$ cat src/rtl/adder_arbiter_pkg.sv
// Shared types and constants for the shared-adder arbiter.
// Optional feature macro: ADDER_ARB_FIXED_PRIO_EN (fixed priority instead of round-robin).
package adder_arb_pkg;

  typedef enum logic {
    IDLE = 1'b0,
    EXEC = 1'b1
  } state_t;

  localparam int DEF_NREQ = 4;
  localparam int DEF_W    = 4;

  // Width of a requester index; never narrower than one bit.
  function automatic int idWidth(input int n);
    return (n < 2) ? 1 : $clog2(n);
  endfunction

endpackage

$ cat src/rtl/adder_arbiter_if.sv
// Requester-side bus of the shared-adder arbiter: requests/operands in, grant/result out.
// Optional feature macro: ADDER_ARB_FIXED_PRIO_EN (no effect on the bus itself).
interface adder_arbiter_if
  import adder_arb_pkg::*;
#(
  parameter int NREQ = DEF_NREQ,
  parameter int W    = DEF_W
);
  localparam int IDW = idWidth(NREQ);

  logic [NREQ-1:0]   Req;
  logic [NREQ*W-1:0] A;
  logic [NREQ*W-1:0] B;
  logic [NREQ-1:0]   Cin;
  logic [NREQ-1:0]   Gnt;
  logic              Busy;
  logic              Valid;
  logic [IDW-1:0]    ValidId;
  logic [W-1:0]      Sum;
  logic              Overflow;

  modport master (
    output Req, A, B, Cin,
    input  Gnt, Busy, Valid, ValidId, Sum, Overflow
  );

  modport slave (
    input  Req, A, B, Cin,
    output Gnt, Busy, Valid, ValidId, Sum, Overflow
  );

endinterface

$ cat src/rtl/adder_arbiter_pick.sv
// Combinational winner picker: round-robin from ptr by default, lowest index wins
// when ADDER_ARB_FIXED_PRIO_EN is defined.
module adder_arb_pick
  import adder_arb_pkg::*;
#(
  parameter int NREQ = DEF_NREQ,
  parameter int IDW  = idWidth(DEF_NREQ)
) (
  input  logic [NREQ-1:0] req,
  input  logic [IDW-1:0]  ptr,
  output logic [IDW-1:0]  winner,
  output logic            found
);

`ifdef ADDER_ARB_FIXED_PRIO_EN
  logic unusedPtr;
  assign unusedPtr = ^ptr;

  // Scanning downward lets the lowest set index overwrite everything above it.
  always_comb begin
    winner = '0;
    found  = 1'b0;
    for (int j = NREQ - 1; j >= 0; j--) begin
      if (req[j]) begin
        winner = IDW'(j);
        found  = 1'b1;
      end
    end
  end
`else
  // Offsets are scanned from farthest to nearest so the first set bit at or after ptr wins.
  always_comb begin
    winner = '0;
    found  = 1'b0;
    for (int i = NREQ - 1; i >= 0; i--) begin
      for (int j = 0; j < NREQ; j++) begin
        if (req[j] && (j == ((int'(ptr) + i) % NREQ))) begin
          winner = IDW'(j);
          found  = 1'b1;
        end
      end
    end
  end
`endif

endmodule

$ cat src/rtl/adder_arbiter.sv
// Shares one registered W-bit adder among NREQ requesters; grant, capture, add, tag result.
// Optional feature macro: ADDER_ARB_FIXED_PRIO_EN (fixed priority, no round-robin pointer).
module adder_arbiter
  import adder_arb_pkg::*;
#(
  parameter int NREQ = DEF_NREQ,
  parameter int W    = DEF_W
) (
  input  logic           Clk,
  input  logic           Rst,
  adder_arbiter_if.slave bus
);
  localparam int IDW = idWidth(NREQ);

  state_t          state;
  logic [IDW-1:0]  ptr;
  logic [IDW-1:0]  winner;
  logic            found;
  logic [IDW-1:0]  id;
  logic [W-1:0]    a;
  logic [W-1:0]    b;
  logic            c;
  logic [W-1:0]    selA;
  logic [W-1:0]    selB;
  logic            selC;

  logic [NREQ-1:0] gntQ;
  logic            busyQ;
  logic            validQ;
  logic [IDW-1:0]  validIdQ;
  logic [W-1:0]    sumQ;
  logic            ovfQ;

  adder_arb_pick #(
    .NREQ (NREQ),
    .IDW  (IDW)
  ) u_pick (
    .req    (bus.Req),
    .ptr    (ptr),
    .winner (winner),
    .found  (found)
  );

  always_comb begin
    selA = '0;
    selB = '0;
    selC = 1'b0;
    for (int j = 0; j < NREQ; j++) begin
      if (winner == IDW'(j)) begin
        selA = bus.A[j*W +: W];
        selB = bus.B[j*W +: W];
        selC = bus.Cin[j];
      end
    end
  end

  // Grant and operand capture happen on the same edge, so later operand changes are invisible.
  always_ff @(posedge Clk or posedge Rst) begin
    if (Rst) begin
      state    <= IDLE;
      gntQ     <= '0;
      busyQ    <= 1'b0;
      validQ   <= 1'b0;
      validIdQ <= '0;
      sumQ     <= '0;
      ovfQ     <= 1'b0;
      a        <= '0;
      b        <= '0;
      c        <= 1'b0;
      id       <= '0;
    end else begin
      gntQ   <= '0;
      validQ <= 1'b0;
      case (state)
        IDLE: begin
          if (found) begin
            gntQ  <= NREQ'(1) << winner;
            a     <= selA;
            b     <= selB;
            c     <= selC;
            id    <= winner;
            busyQ <= 1'b1;
            state <= EXEC;
          end
        end
        EXEC: begin
          {ovfQ, sumQ} <= {1'b0, a} + {1'b0, b} + (W + 1)'(c);
          validQ       <= 1'b1;
          validIdQ     <= id;
          busyQ        <= 1'b0;
          state        <= IDLE;
        end
        default: begin
          busyQ <= 1'b0;
          state <= IDLE;
        end
      endcase
    end
  end

`ifdef ADDER_ARB_FIXED_PRIO_EN
  assign ptr = '0;
`else
  // The pointer moves just past each winner, wrapping from the top index to zero.
  always_ff @(posedge Clk or posedge Rst) begin
    if (Rst) begin
      ptr <= '0;
    end else if (state == IDLE && found) begin
      ptr <= (winner == IDW'(NREQ - 1)) ? '0 : winner + 1'b1;
    end
  end
`endif

  assign bus.Gnt      = gntQ;
  assign bus.Busy     = busyQ;
  assign bus.Valid    = validQ;
  assign bus.ValidId  = validIdQ;
  assign bus.Sum      = sumQ;
  assign bus.Overflow = ovfQ;

endmodule

$ cat src/flat_wrapper.sv
// flat-port wrapper written by rule: the top's interface ports become plain ports
module adder_arbiter_flat import adder_arb_pkg::*;
#(
  parameter int NREQ = DEF_NREQ,
  parameter int W    = DEF_W
)
  (Clk, Rst, bus_Req, bus_A, bus_B, bus_Cin, bus_Gnt, bus_Busy, bus_Valid, bus_ValidId, bus_Sum, bus_Overflow);
  adder_arbiter_if #(.NREQ(NREQ), .W(W)) bus_i ();
  input  logic Clk;
  input  logic Rst;
  input wire logic [$bits(bus_i.Req)-1:0] bus_Req;
  input wire logic [$bits(bus_i.A)-1:0] bus_A;
  input wire logic [$bits(bus_i.B)-1:0] bus_B;
  input wire logic [$bits(bus_i.Cin)-1:0] bus_Cin;
  output wire logic [$bits(bus_i.Gnt)-1:0] bus_Gnt;
  output wire logic [$bits(bus_i.Busy)-1:0] bus_Busy;
  output wire logic [$bits(bus_i.Valid)-1:0] bus_Valid;
  output wire logic [$bits(bus_i.ValidId)-1:0] bus_ValidId;
  output wire logic [$bits(bus_i.Sum)-1:0] bus_Sum;
  output wire logic [$bits(bus_i.Overflow)-1:0] bus_Overflow;
  assign bus_i.Req = bus_Req;
  assign bus_i.A = bus_A;
  assign bus_i.B = bus_B;
  assign bus_i.Cin = bus_Cin;
  assign bus_Gnt = bus_i.Gnt;
  assign bus_Busy = bus_i.Busy;
  assign bus_Valid = bus_i.Valid;
  assign bus_ValidId = bus_i.ValidId;
  assign bus_Sum = bus_i.Sum;
  assign bus_Overflow = bus_i.Overflow;
  adder_arbiter #(.NREQ(NREQ), .W(W)) u_core (.Clk(Clk), .Rst(Rst), .bus(bus_i));
endmodule
$ cat config.mk
export PLATFORM = sky130hd
export DESIGN_NAME = adder_arbiter_flat
export DESIGN_NICKNAME = d
export VERILOG_FILES = /design/src/rtl/adder_arbiter_pkg.sv /design/src/rtl/adder_arbiter_if.sv /design/src/rtl/adder_arbiter_pick.sv /design/src/rtl/adder_arbiter.sv /design/src/flat_wrapper.sv
export SDC_FILE = /design/constraint.sdc
export NUM_CORES = 1
export LEC_CHECK = 0
export ABC_AREA = 1
export BUFFER_PORTS_ARGS = -buffer_cell sky130_fd_sc_hd__buf_2
export CAP_MARGIN = 5
export CELL_PAD_IN_SITES_DETAIL_PLACEMENT = 2
export CELL_PAD_IN_SITES_GLOBAL_PLACEMENT = 2
export CORE_MARGIN = 5
export CORE_UTILIZATION = 25
export DETAILED_ROUTE_END_ITERATION = 8
export PLACE_DENSITY_LB_ADDON = 0.08
export SYNTH_ARGS = -nofsm -noshare
export SYNTH_HDL_FRONTEND = slang
export SYNTH_SLANG_ARGS = --single-unit
$ cat constraint.sdc
create_clock -name Clk -period 2.3 [get_ports Clk]
set_clock_uncertainty 0.1 [all_clocks]
set_input_delay 0.46 -clock Clk [delete_from_list [all_inputs] [get_ports Clk]]
set_output_delay 0.46 -clock Clk [all_outputs]
set_load 0.02 [all_outputs]
==> results of run 1 <==
## placed cells by master, fill, tap and decap left out, types with 3 or more instances in the layout
cell      count
a21oi_1       4
o211ai_1      3
buf_4        40
o21ai_2       8
nor2_1       10
dfrtp_1      25
o21ai_0       4
buf_2        54
inv_4         3
buf_6         5
nand3_1      16
ha_4          3
nand2_1      68
a21oi_2       8
ha_1          3
nand3_2       3
inv_1         9
o21ai_1      17
clkbuf_8      3
inv_2         5
nand2_2       7
## sequential cells by signal, summed over array words and instances, names as in the netlist
register,count
u_core.a,4
u_core.b,4
u_core.bus.Busy,1
u_core.bus.Gnt,4
u_core.bus.Overflow,1
u_core.bus.Sum,4
u_core.bus.Valid,1
u_core.bus.ValidId,2
u_core.c,1
u_core.id,2
u_core.ptr,2
u_core.state,1
## tightest hold or removal path, delay by kind of cell
family	cells	cell delay, ns
buf+inv	3	0.46
## per-stage QoR
stage	hold WS, ns	utilization	setup WS (ns)	cell area [sq um]	instances
after floorplan	0.332	-	-0.00322	1720	220
after CTS	0.153	0.388	-0.259	2490	390
after detailed placement	0.362	0.357	-0.505	2290	379
final	0.131	0.401	-0.289	2580	393
after global placement	0.352	0.357	-0.390	2290	379
after global routing	0.202	0.401	-0.546	2580	393
## timing repair
action                     4_1_cts  5_1_grt
resized for setup               35       19
setup endpoints to repair       13       13
pin swaps                       18       14
setup buffers                    7        3
hold endpoints to repair         0        0
## path summary, 6_finish.rpt
path | startpoint | slack, ns | to | cells past startpoint
min in group Clk | bus_A[12] | 0.34 | u_core.a[0] | 3
setup / recovery | u_core.ptr[1] | -0.29 | u_core.c | 24
setup reg to reg | u_core.ptr[1] | -0.29 | u_core.c | 24
max in group asynchronous | Rst | 1.67 | u_core.ptr[1] | 3
hold reg to reg | u_core.bus.ValidId[1] | 0.38 | u_core.bus.ValidId[1] | 2
hold / removal | Rst | 0.13 | u_core.bus.Busy | 3
## logic make-up after synthesis
family	Yosys count	share of synthesized area
adders and majority gates	9	0.0765
AOI/OAI and AO/OA	48	0.158
buffers and inverters	27	0.0794
DFF	27	0.405
xor gates and xnor gates	1	0.00525
and+or+nand+nor	108	0.276
## final cells by class
class                   count  area [sq um]
fillers                   752          3850
multi-input cells         166          1010
flip-flops and latches     27           678
repair buffers            101           667
well taps                  77          96.3
inverters                  18          82.6
clock buffers               4          45.0
## layer usage
| metal | GRT usage | share of wire | vias up |
|---|---|---|---|
| met3 | 0.0139 | 0.033 | 2 |
| li1 | - | - | 909 |
| met1 | 0.210 | 0.49 | 848 |
| met4 | 0.0334 | 0.0065 | 0 |
| met2 | 0.243 | 0.47 | 39 |
| met5 | 0 | 0 | - |
==> flow_summary_export.csv, run 1 <==
group,metric,value,unit
critical_path,path_buf_inv,2,
outcome,violations,"setup timing",
synth,synth_nets,271,
synth,ys.warnings.count,0,
critical_path,cp_cell_sequence,"nor2_8 -> nand2_2 -> nand2_2 -> nand2_1 -> nand2_1 -> nand2_1 -> nand2_1 -> nand2_1 -> nand2_1 -> nand2_1 -> nand2_1 -> nand2_1 -> nand2_1 -> nand2_2 -> nand2_4 -> inv_4 -> ha_4 -> buf_12 -> a21oi_4 -> nand2_1 -> o21ai_2 -> nand2_1 -> o211ai_1 -> o21ai_1",
floorplanning,initial_core_util,0.260,
detailed_routing,via_per_inst,4.58,
place,gp_congestion,0.804,
clocking,clkTransAtPathRegs,0.10,ns
synth,synth_top_cell_by_area,"dfrtp_1",
global_route,overflow,0,
critical_path,critPathKind,"flip-flop to flip-flop",
final_layout,drive_above_1_share,0.475,
sta,tightestPinTransition,0.396,ns
clocking,numCtsBuffers,3,
outcome,status,"complete, but fails checks",
floorplanning,fp.dieW,91.7,um
clocking,cts_root_buf,"clkbuf_8",
synth,synth_area_per_cell,7.59,sq um
synth,synth.area.top_cells,"dfrtp_1 40%, nand2_1 16%, o21ai_0 6.3%",
sta,finalCriticalPeriod,2.59,ns
global_route,grt_pass1_vias,2032,
sta,fmax,0.386,GHz
global_route,antenna_found_initial,0,
synth,ys_seq_area_frac,0.405,
sta,final.setup.tns,-2.47,ns
clocking,htree_levels,1,
synth,post-synth-top-count-cell,"nand2_1",
sta,fin_crit_sh,1.13,
floorplanning,boundaryPins,55,
synth,yosys.area.top_type_share,0.405,
final_layout,nets,368,
detailed_routing,wl,6160,um
floorplanning,fp.dieH,91.7,um
final_layout,antenna_cells,0,
detailed_routing,avgRoutedWirePerCell,15.7,um
global_route,grt_pass1_wl,10300,um
sta,slew_viol_final,0,
clocking,clockBufferDepth,2,
critical_path,cp-end-kind,"flip-flop",
detailed_routing,drc,0,
critical_path,critPathMaxStageDelay,0.50,ns
sta,setup_viol,11,
critical_path,crit_fanout,9,
place,hpwl,4820,um
detailed_routing,initialDrtViolationCount,37,
critical_path,slowest_stage,"dfrtp_2",
critical_path,crit_path_frequent_cell,"nand2_1",
critical_path,path_delay_family,"simple AND/OR/NAND/NOR gates",
sta,grt_setup_unrepaired,"true",
detailed_routing,first_pass_iters,3,
sta,setup_ws,-0.289,ns
worst_hold_path,hold_class,"input port to asynchronous set/reset pin",
synth,ys_ff_latch,27,
synth,synth.distinct_cells,23,
critical_path,cp.arrival,2.65,ns
critical_path,worstPathRequired,2.36,ns
synth,synthCells,220,
place,port_buffers,54,
synth,synthTopCellsByCount,"71 x nand2_1, 27 x dfrtp_1, 21 x o21ai_0",
clocking,cts_tree,"built",
synth,synth_area,1670,sq um
run,maxCapViolCount,0,
global_route,grt.total_usage,0.148,
synth,synthFlopType,"dfrtp_1",
floorplanning,rows,29,
global_route,grt_start_max_net_pins,28,
floorplanning,die_area,8410,sq um
clocking,clock_sink_count,27,
clocking,hold_buffers,0,
final_layout,syn2layout_area_growth,54.3,%
synth,synth_edf_count,0,
sta,slew_headroom,0.736,
sta,final-hold-violation-count,0,
critical_path,startpoint_type,"flip-flop",
floorplanning,core,6420,sq um
synth,synthArstFlopShare,1.00,
detailed_routing,vias,1798,
detailed_routing,ant_nets,0,
clocking,worstSkewPairLatency,0.27,ns
Power of run 1 is left out: the tool's default activity adds up to more than one toggle a clock period on the data nets, which glitch-free logic cannot reach.
==> inputs of run 2 (changes only) <==
Settings changed: MAX_ROUTING_LAYER set to met4, SETUP_SLACK_MARGIN set to 0.02.
==> run 2 against run 1 <==
- the run still ends with setup timing left
- setup slack got worse by 0.055 ns
- flip-flop and latch count did not move
- final cell count rose by 0.25%
- global-route usage rose by 0.24 points
- die area did not move
- register-to-register slack got worse by 0.05 ns
- via count rose by 1.8%
- first-iteration DRC count fell by 54%
- critical path depth did not move
- sequential share of layout area fell by 0.22 points
- largest cell class unchanged
==> flow_summary_export.csv, run 2 (synthesis results as in run 1) <==
group,metric,value,unit
sta,tightestPinTransition,0.388,ns
critical_path,crit_fanout,9,
clocking,clock_sink_count,27,
clocking,clkTransAtPathRegs,0.10,ns
clocking,cts_tree,"built",
final_layout,antenna_cells,0,
final_layout,fillCellCount,766,
detailed_routing,via_per_inst,4.65,
clocking,clockBufferDepth,2,
clocking,htree_levels,1,
place,hpwl,4830,um
global_route,grt.total_usage,0.150,
detailed_routing,ant_nets,0,
sta,final-hold-violation-count,0,
detailed_routing,first_pass_iters,4,
critical_path,startpoint_type,"flip-flop",
place,port_buffers,54,
detailed_routing,wl,6320,um
critical_path,cp.arrival,2.70,ns
place,dpl_cell_area,2290,sq um
detailed_routing,route.met2.wl,3050,um
final_layout,nets,369,
sta,grt_setup_unrepaired,"true",
critical_path,crit_path_frequent_cell,"nand2_1",
critical_path,cp_cell_sequence,"nor2_8 -> nand2_2 -> nand2_2 -> nand2_1 -> nand2_1 -> nand2_1 -> nand2_1 -> nand2_1 -> nand2_1 -> nand2_1 -> nand2_1 -> nand2_1 -> nand2_1 -> nand2_2 -> nand2_4 -> inv_4 -> ha_4 -> buf_12 -> a21oi_2 -> nand2_1 -> o21ai_2 -> nand2_1 -> o21ai_1 -> o21ai_1",
sta,fmax,0.378,GHz
floorplanning,boundaryPins,55,
critical_path,slowest_stage,"dfrtp_2",
sta,slew_viol_final,0,
critical_path,worstPathRequired,2.36,ns
detailed_routing,dr_wl_met3,238,um
sta,slew_headroom,0.741,
final_layout,fin_area,2600,sq um
critical_path,cp-end-kind,"flip-flop",
worst_hold_path,hold_class,"input port to asynchronous set/reset pin",
clocking,hold_buffers,0,
final_layout,final_common_cell,"nand2_1",
floorplanning,core,6420,sq um
final_layout,drive_above_1_share,0.464,
sta,setup_viol,11,
global_route,grt_pass1_vias,2015,
detailed_routing,drc,0,
critical_path,critPathMaxStageDelay,0.50,ns
detailed_routing,vias,1831,
clocking,cts_root_buf,"clkbuf_8",
floorplanning,die_area,8410,sq um
global_route,grt_pass1_wl,10000,um
run,maxCapViolCount,0,
global_route,antenna_found_initial,0,
floorplanning,fp.dieW,91.7,um
outcome,status,"complete, but fails checks",
final_layout,fin_util,0.404,
final_layout,syn2layout_area_growth,55.6,%
floorplanning,initial_core_util,0.260,
detailed_routing,dr.max_layer_used,"met4",
detailed_routing,drt-met1-wl,3000,um
floorplanning,fp.dieH,91.7,um
sta,fin_crit_sh,1.15,
clocking,worstSkewPairLatency,0.27,ns
detailed_routing,avgRoutedWirePerCell,16.0,um
global_route,overflow,0,
floorplanning,rows,29,
clocking,numCtsBuffers,3,
sta,setup_ws,-0.343,ns
outcome,violations,"setup timing",
sta,finalCriticalPeriod,2.64,ns
critical_path,critPathKind,"flip-flop to flip-flop",
global_route,grt_start_max_net_pins,28,
detailed_routing,initialDrtViolationCount,17,
final_layout,final_cell_mix,"69 x nand2_1, 54 x buf_2, 38 x buf_4",
place,gp_congestion,0.815,
-- run 2: cell count changes in the layout (fill, tap and decap cells not counted), moves of 2 or more --
cell and delta:
a21oi_1 +3, a21oi_2 -4, buf_4 -2, nor2_2 +2
-- run 2: final timing paths --
check / from / cells past startpoint / to / slack, ns
setup / recovery: u_core.ptr[0] / 24 / u_core.b[1] / -0.34
hold / removal: Rst / 3 / u_core.bus.Busy / 0.14
setup reg to reg: u_core.ptr[0] / 24 / u_core.b[1] / -0.34
hold reg to reg: u_core.bus.ValidId[1] / 2 / u_core.bus.ValidId[1] / 0.38
max in group asynchronous: Rst / 3 / u_core.ptr[1] / 1.66
min in group Clk: bus_B[12] / 3 / u_core.b[0] / 0.35
-- run 2: metrics by stage --
step                setup TNS, ns  hold slack, ns  instances  setup WS [ns]
floorplan                 -0.0173           0.332        220       -0.00322
global placement            -3.47           0.352        379         -0.391
detailed placement          -3.87           0.362        379         -0.464
CTS                         -2.25           0.152        387         -0.261
global route                -5.76           0.200        394         -0.598
finish                      -2.91           0.136        394         -0.343
-- run 2: timing repair --
action                                  in CTS  in global routing
gates cloned                                 0                  2
endpoints found under the setup margin      13                 15
pin swaps                                    7                 18
resized for setup                           25                 30
buffers inserted                             4                  6
-- run 2: cell type report --
cell class	count	area, sq um	share of cell area
Multi-Input combinational cell	166	997	0.384
Timing Repair Buffer	101	692	0.266
Sequential cell	27	678	0.261
Tap cell	77	96.3	0.0371
Inverter	18	80.1	0.0308
Clock buffer	4	45.0	0.0173
Timing Repair inverter	1	8.76	0.00337
-- run 2: per-layer routing --
layer,vias up,track usage
li1,910,-
met2,41,0.241
met5,-,-
met1,878,0.208
met4,0,0.0334
met3,2,0.0123
-- run 2: worst max-delay path: cells and delay by family (launching register included) --
family / cells / cell delay, ns
AO/OA/AOI/OAI: 4 / 0.35
adder cells (fa/ha/maj): 1 / 0.17
buffers and inverters: 2 / 0.20
flip-flops: 1 / 0.50
AND/OR/NAND/NOR: 17 / 1.18
Power of run 2 is left out for the same reason.
==> inputs of run 3 (changes only) <==
Settings changed: CORE_UTILIZATION 25 to 26, CTS_BUF_LIST set to sky130_fd_sc_hd__clkbuf_8.
==> run 3 against run 2 <==
- the flow still finishes with violations (setup timing)
- maximum frequency decreased by 7.5%
- global-route usage increased by 2.0 points
- core utilization increased by 4.3 points
- sequential share of layout area decreased by 2.1 points
- first-iteration DRC count increased by 82%
- routed wire length increased by 16%
- die area decreased by 3.4%
==> flow_summary_export.csv, run 3 (synthesis results as in run 1) <==
group,metric,value,unit
global_route,grt_pass1_vias,2190,
detailed_routing,first_pass_iters,4,
final_layout,fillCellCount,727,
floorplanning,core,6310,sq um
sta,fmax,0.350,GHz
clocking,numCtsBuffers,3,
floorplanning,initial_core_util,0.264,
global_route,grt_start_max_net_pins,28,
critical_path,cp-end-kind,"flip-flop",
sta,setup_viol,14,
global_route,antenna_found_initial,0,
critical_path,cp.arrival,2.92,ns
critical_path,critPathKind,"flip-flop to flip-flop",
sta,setup_ws,-0.556,ns
final_layout,drive_above_1_share,0.553,
floorplanning,rows,29,
critical_path,worstPathRequired,2.36,ns
floorplanning,die_area,8120,sq um
sta,final-hold-violation-count,0,
floorplanning,fp.dieW,90.1,um
detailed_routing,wl,7350,um
clocking,cts_tree,"built",
final_layout,fin_util,0.448,
final_layout,final_common_cell,"nand2_1",
clocking,clockBufferDepth,2,
sta,slew_headroom,0.722,
global_route,grt_pass1_wl,11200,um
outcome,status,"complete, but fails checks",
sta,tightestPinTransition,0.417,ns
place,gp_congestion,0.783,
sta,slew_viol_final,0,
worst_hold_path,hold_class,"input port to asynchronous set/reset pin",
detailed_routing,avgRoutedWirePerCell,17.7,um
clocking,cts_root_buf,"clkbuf_8",
sta,grt_setup_unrepaired,"true",
global_route,overflow,0,
clocking,htree_levels,1,
detailed_routing,vias,1976,
critical_path,crit_fanout,5,
place,hpwl,4880,um
detailed_routing,drc,0,
final_layout,final_cell_mix,"64 x nand2_1, 54 x buf_2, 49 x buf_4",
final_layout,nets,390,
place,port_buffers,54,
detailed_routing,via_per_inst,4.76,
outcome,violations,"setup timing",
floorplanning,boundaryPins,55,
detailed_routing,ant_nets,0,
detailed_routing,initialDrtViolationCount,31,
clocking,clock_sink_count,27,
clocking,clkTransAtPathRegs,0.10,ns
run,maxCapViolCount,0,
final_layout,antenna_cells,0,
floorplanning,fp.dieH,90.1,um
final_layout,syn2layout_area_growth,69.4,%
clocking,worstSkewPairLatency,0.28,ns
sta,fin_crit_sh,1.24,
sta,finalCriticalPeriod,2.86,ns
critical_path,startpoint_type,"flip-flop",
global_route,grt.total_usage,0.171,
-- run 3: cell count changes in the layout (fill, tap and decap cells not counted), sizes merged --
cell	change
clkinv	+3
inv	-2
clkbuf	-2
buf	+22
-- run 3: timing repair --
action | CTS | global route
pin swaps | 42 | 24
gates resized for setup | 59 | 25
buffers inserted | 14 | 12
endpoints found under the setup margin | 14 | 16
hold buffers | 0 | 0
hold endpoints to repair | 0 | 0
gates cloned | 2 | 0
-- run 3: final timing paths --
path	startpoint	depth (start not counted)	end	slack, ns
worst max-delay path	u_core.ptr[0]	17	u_core.b[0]	-0.56
worst min-delay path	Rst	3	u_core.bus.Sum[0]	0.12
worst max register to register	u_core.ptr[0]	17	u_core.b[0]	-0.56
worst min register to register	u_core.bus.Sum[1]	2	u_core.bus.Sum[1]	0.38
max in group asynchronous	Rst	3	u_core.ptr[1]	1.70
min in group Clk	bus_A[12]	3	u_core.a[0]	0.34
-- run 3: per-layer routing --
layer,wire (um),global-route usage,vias to the layer above
met2,3720,0.295,47
met4,66,0.0409,0
met1,3360,0.217,973
met3,212,0.0125,4
met5,0,-,-
li1,-,-,952
-- run 3: cell type report --
cell class	count	area [sq um]	share of cell area
multi-input combinational	166	1060	0.375
sequential	27	678	0.240
timing repair inverter	1	6.26	0.00221
clock buffer	3	41.3	0.0146
tap	77	96.3	0.0341
clock inverter	1	5.00	0.00177
inverter	18	80.1	0.0283
timing repair buffer	122	861	0.304
-- run 3: per-stage QoR --
step / hold slack, ns / area [sq um] / setup WS, ns / setup TNS (ns) / std cells
after global routing: 0.157 / 2830 / -0.717 / -7.52 / 415
after floorplan: 0.332 / 1720 / -0.00322 / -0.0173 / 220
after global placement: 0.348 / 2320 / -0.428 / -3.70 / 384
final: 0.122 / 2830 / -0.556 / -5.43 / 415
after CTS: 0.138 / 2650 / -0.335 / -3.17 / 403
after detailed placement: 0.363 / 2320 / -0.538 / -5.05 / 384
-- run 3: critical path, cell delays in order, from the launching register on --
cell	delay [ns]
dfrtp_2	0.51
buf_4	0.17
buf_4	0.13
nand3_1	0.11
nand2_1	0.13
o21bai_1	0.19
a21oi_2	0.09
nor2_2	0.17
buf_4	0.15
inv_2	0.05
ha_4	0.19
buf_12	0.13
a21oi_2	0.11
nand2_1	0.07
o21ai_1	0.11
nand2_1	0.10
o211ai_1	0.13
o21ai_1	0.10
Power of run 3 is left out for the same reason.
